==> src/rtl/change_dispenser.sv <==
// Change-return scheduler: pays an amount out as 20/10/5 coins, largest first,
// one hopper eject handshake at a time, while tracking per-hopper coin inventory.
module change_dispenser #(
    parameter int CNT_W   = 8,
    parameter int INIT_5  = 8,
    parameter int INIT_10 = 8,
    parameter int INIT_20 = 8,
    parameter int TIMEOUT = 16
) (
    input  logic             clk,
    input  logic             reset_n,
    input  logic             req,
    input  logic [7:0]       change_amt,
    input  logic             coin_valid,
    input  logic [2:0]       coin_in,
    input  logic             eject_ack,
    output logic             busy,
    output logic [2:0]       eject,
    output logic             done,
    output logic             short,
    output logic             fault,
    output logic [7:0]       remaining,
    output logic [CNT_W-1:0] cnt_5,
    output logic [CNT_W-1:0] cnt_10,
    output logic [CNT_W-1:0] cnt_20
);

    localparam int TMO_W = (TIMEOUT > 1) ? $clog2(TIMEOUT) : 1;
    localparam logic [TMO_W-1:0] TMO_LAST = TMO_W'(TIMEOUT - 1);

    typedef enum logic [1:0] {IDLE, PICK, EJECT, DONE} state_t;

    state_t           state, state_d;
    logic [TMO_W-1:0] tmo_cnt, tmo_d;
    logic [2:0]       eject_d, pick_oh, dep_oh, dec_oh;
    logic [7:0]       remaining_d;
    logic             busy_d, done_d, short_d, fault_d;

    // Simultaneous deposit and payout of the same hopper cancel out.
    function automatic logic [CNT_W-1:0] cnt_next(input logic [CNT_W-1:0] cnt,
                                                  input logic inc, input logic dec);
        if (inc && !dec) return (&cnt) ? cnt : cnt + 1'b1;
        if (dec && !inc) return cnt - 1'b1;
        return cnt;
    endfunction

    function automatic logic [7:0] coin_value(input logic [2:0] oh);
        case (oh)
            3'b001:  return 8'd5;
            3'b010:  return 8'd10;
            3'b100:  return 8'd20;
            default: return 8'd0;
        endcase
    endfunction

    assign dep_oh = (coin_valid && $onehot(coin_in)) ? coin_in : 3'b000;
    assign dec_oh = (state == EJECT && eject_ack) ? eject : 3'b000;

    always_comb begin
        pick_oh = 3'b000;
        if (remaining >= 8'd20 && cnt_20 != '0)      pick_oh = 3'b100;
        else if (remaining >= 8'd10 && cnt_10 != '0) pick_oh = 3'b010;
        else if (remaining >= 8'd5 && cnt_5 != '0)   pick_oh = 3'b001;
    end

    always_comb begin
        state_d     = state;
        eject_d     = eject;
        remaining_d = remaining;
        short_d     = short;
        fault_d     = fault;
        busy_d      = busy;
        done_d      = 1'b0;
        tmo_d       = tmo_cnt;
        case (state)
            IDLE: begin
                busy_d = 1'b0;
                if (req) begin
                    remaining_d = change_amt;
                    short_d     = 1'b0;
                    fault_d     = 1'b0;
                    busy_d      = 1'b1;
                    state_d     = PICK;
                end
            end
            PICK: begin
                if (remaining == 8'd0) begin
                    state_d = DONE;
                end else if (pick_oh == 3'b000) begin
                    short_d = 1'b1;
                    state_d = DONE;
                end else begin
                    eject_d = pick_oh;
                    tmo_d   = '0;
                    state_d = EJECT;
                end
            end
            EJECT: begin
                if (eject_ack) begin
                    remaining_d = remaining - coin_value(eject);
                    eject_d     = 3'b000;
                    state_d     = PICK;
                end else if (tmo_cnt == TMO_LAST) begin
                    eject_d = 3'b000;
                    short_d = 1'b1;
                    fault_d = 1'b1;
                    state_d = DONE;
                end else begin
                    tmo_d = tmo_cnt + 1'b1;
                end
            end
            DONE: begin
                done_d  = 1'b1;
                state_d = IDLE;
            end
            default: state_d = IDLE;
        endcase
    end

    always_ff @(posedge clk) begin
        if (!reset_n) begin
            state     <= IDLE;
            tmo_cnt   <= '0;
            eject     <= 3'b000;
            remaining <= 8'd0;
            busy      <= 1'b0;
            done      <= 1'b0;
            short     <= 1'b0;
            fault     <= 1'b0;
            cnt_5     <= CNT_W'(INIT_5);
            cnt_10    <= CNT_W'(INIT_10);
            cnt_20    <= CNT_W'(INIT_20);
        end else begin
            state     <= state_d;
            tmo_cnt   <= tmo_d;
            eject     <= eject_d;
            remaining <= remaining_d;
            busy      <= busy_d;
            done      <= done_d;
            short     <= short_d;
            fault     <= fault_d;
            cnt_5     <= cnt_next(cnt_5,  dep_oh[0], dec_oh[0]);
            cnt_10    <= cnt_next(cnt_10, dep_oh[1], dec_oh[1]);
            cnt_20    <= cnt_next(cnt_20, dep_oh[2], dec_oh[2]);
        end
    end

endmodule

==> config.mk <==
export PLATFORM = sky130hd
export DESIGN_NAME = change_dispenser
export DESIGN_NICKNAME = d
export VERILOG_FILES = /design/src/rtl/change_dispenser.sv
export SDC_FILE = /design/constraint.sdc
export NUM_CORES = 1
export LEC_CHECK = 0
export CAP_MARGIN = 20
export CORE_MARGIN = 2
export CORE_UTILIZATION = 59
export DETAILED_ROUTE_END_ITERATION = 10
export GPL_TIMING_DRIVEN = 0
export PLACE_DENSITY = 0.93
export RECOVER_POWER = 25
export SKIP_LAST_GASP = 1
export SLEW_MARGIN = 20
export SYNTH_ARGS = -nofsm -noshare
export SYNTH_HDL_FRONTEND = slang
export SYNTH_SLANG_ARGS = --single-unit
==> constraint.sdc <==
create_clock -name clk -period 7 [get_ports clk]
set_clock_uncertainty 0.15 [all_clocks]
set_input_delay 1.4 -clock clk [delete_from_list [all_inputs] [get_ports clk]]
set_output_delay 1.4 -clock clk [all_outputs]
set_load 0.02 [all_outputs]
==> metrics.md <==
| Metric | Value |
|---|---|
| Status | `completed` |
| Routability congestion estimate | `0.896` |
| Flop2flop setup slack | `4.10 ns` |
| FF-to-FF End | `cnt_5[3]` |
| Worst-path clk slew | `0.09 ns` |
| Syn. warnings | `0` |
| Non-Filler Instances | `564` |
| Total power | `0.799 mW` |
| Sequential-to-total area share from yosys stat | `0.265` |
| Die area | `6380 sq um` |
| Placed insts | `556` |
| Post-CTS Resized | `0` |
| I/O pin count | `55` |
| Avg WL per Cell | `16.2 microns` |
| DRT Wirelength | `9.16 mm` |
| Crit path required time | `7.07 ns` |
| Nets@finish | `534` |
| PwrDens | `194 nW/um^2` |
| Worst reg2reg startpoint | `state[0]` |
| Number of flops mapped to enable cells by yosys | `0` |
| Clk Latency, worst-skew pair | `0.30 ns` |
| Worst Setup Slack post-DPL | `2.51 ns` |
| Pleak | `1.54 nW` |
| Worst slew pin tran | `0.629 ns` |
| Fill cell count | `426` |
| Crit start category | `input pin` |
| Hold Crit Class | `reg -> reg` |
| Final setup vio count | `0` |
| Clock buffer count from CTS | `5` |
| Ant diodes | `0` |
| Synth unique cells | `74` |
| Synthesized flop and latch total | `45` |
| RSZ-0062 raised after global routing | `false` |
| Postcts setup bufs | `0` |
| Final ANT Viol Nets | `0` |
| Async SR Flop Fraction | `0` |
| Most numerous cell in the Yosys netlist | `dfxtp_1` |
| WS Path Type | `in -> reg` |
| Clock root buffer | `clkbuf_8` |
| # DRC | `0` |
| Initial antenna violation count | `0` |
| CP endpoint kind | `flip-flop` |
| Area leader, netlist | `dfxtp_1` |
| Post-synth top flop | `dfxtp_1` |
| Starting Density | `0.614` |
| Die Y | `79.9 microns` |
| Synth top cells by count | `dfxtp_1, nor2_1, nand2_1` |
| Synth Cell Area | `3400 sq um` |
| Hold Buf Count CTS | `0` |
| Detailed Place HPWL | `6.74 mm` |
| Syn_area_per_cell | `7.91 sq um` |
| Hold path cells | `2` |
| Hold path endpoint | `short` |
| DR vias | `3,543` |
| Final worst setup slack | `2.75 ns` |
| First-pass GRT wire length | `15.2 mm` |
| Iteration-0 DRC Markers | `289` |
| Max Clk Rate | `235 MHz` |
| Final Hold Fails | `0` |
| Max-Cap Viols | `0` |
| Core Box Area | `5540 sq um` |
| Area Growth Syn to Fin | `21.3%` |
| Crit share post-route | `0.607` |
| Relative slew margins | `0.581` |
| Largest net degree at the start of global routing | `15` |
| Reg2reg path depth | `13` |
| Row count | `27` |
| Final Util | `0.744` |
| CTS Buffer Depth | `2` |
| Synth top area share | `0.265` |
| Min cycle time layout | `4.25 ns` |
| Clk sinks | `45` |
| Total negative slack | `0 ns` |
| Overall die width | `79.9 microns` |
| Remaining global-route overflow | `0` |
| Layout cells sized above 1 | `0.0793` |
| DRT Pass-1 Iters | `6` |
| GRT Total Usage | `0.297` |
| Net Count, Synth | `473` |
| TritonCTS clock tree | `yes` |
| Max H-tree Level | `2` |
| Max IR drop VDD | `0.119 mV` |
| Vias in the first global route | `3,339` |
| Hold wc startpoint | `short` |
| Port buffer count | `54` |
| Post-Syn Instances | `430` |
| Slew Limit Fails | `0` |
| CP Max Fanout | `5` |
| Synth top area cells | `dfxtp_1, ha_1, a21oi_1, nor2_1, nand2_1` |
| Via density per instance | `6.28` |
| Worst Path Arrival | `4.32 ns` |
## worst max-delay path by stage
| stage | from | endpoint | slack, ns | depth (start not counted) |
|---|---|---|---|---|
| after floorplan | coin_in[0] | cnt_20[4] | 3.28 | 12 |
| after global placement | coin_in[0] | cnt_20[4] | 2.57 | 13 |
| after detailed placement | coin_in[0] | cnt_20[4] | 2.51 | 13 |
| after CTS | coin_in[0] | cnt_20[4] | 2.81 | 13 |
| after global routing | coin_in[0] | cnt_20[4] | 2.54 | 13 |
| final | coin_in[0] | cnt_20[4] | 2.75 | 13 |
## metal layers
layer | wire (microns) | GRT usage
met3 | 613 | 0.0566
met5 | 0 | 0
met1 | 3970 | 0.373
met4 | 221 | 0.115
met2 | 4350 | 0.499
## flip-flops by register name (all words and copies together), names as in the netlist
| register | cells |
|---|---|
| busy | 1 |
| cnt_10 | 8 |
| cnt_20 | 8 |
| cnt_5 | 8 |
| done | 1 |
| eject | 3 |
| fault | 1 |
| remaining | 8 |
| short | 1 |
| state | 2 |
| tmo_cnt | 4 |
## critical path: stages
cell,delay [ns]
clkdlybuf4s50_1,0.48
inv_1,0.06
fa_1,0.54
and3b_1,0.20
nand2_1,0.12
inv_1,0.05
ha_1,0.18
and2b_1,0.32
nand2_1,0.13
or3_2,0.43
a21oi_1,0.16
o21ai_0,0.08
a31oi_1,0.15
## where the power goes
| group | total [mW] | internal (mW) | switching, mW |
|---|---|---|---|
| registers | 0.302 | 0.274 | 0.0288 |
| logic | 0.294 | 0.131 | 0.163 |
| clock network | 0.203 | 0.107 | 0.0953 |
| total | 0.799 | 0.512 | 0.287 |
## cell type report
class,count,area [sq um],share of cell area
clock buffers,6,72.6,0.0176
well taps,72,90.1,0.0218
plain buffers,20,113,0.0273
inverters,27,101,0.0246
repair buffers,54,541,0.131
clock inverters,2,38.8,0.00941
flip-flops and latches,45,901,0.218
multi-input cells,338,2270,0.550
## cells in the final DEF, fill, tap and decap left out, types with 7 or more instances in the layout
master,count
nand2_1,36
dfxtp_1,45
clkbuf_1,10
nand2b_1,7
a31oi_1,9
nor2_1,41
dlygate4sd3_1,13
nand3_1,17
o21ai_0,27
and3_1,9
xnor2_1,11
a21oi_1,35
inv_1,27
clkdlybuf4s50_1,41
ha_1,25
## per-stage QoR
stage	hold WS, ns	area (sq um)
after floorplan	0.319	3400
after global placement	0.303	4030
after detailed placement	0.309	4030
after CTS	0.322	4140
after global routing	0.343	4120
final	0.319	4120
## cell families (layout without fill, tap and decap cells)
logic type | after synthesis | in the layout | synth area share
muxes | 8 | 8 | 0.0243
xor gates and xnor gates | 11 | 11 | 0.0283
buffers and inverters | 47 | 109 | 0.0659
DFF | 45 | 45 | 0.265
and+or+nand+nor | 171 | 171 | 0.281
AOI/OAI and AO/OA | 121 | 121 | 0.232
adders and majority gates | 27 | 27 | 0.104
Power figures use the tool's default switching activity.
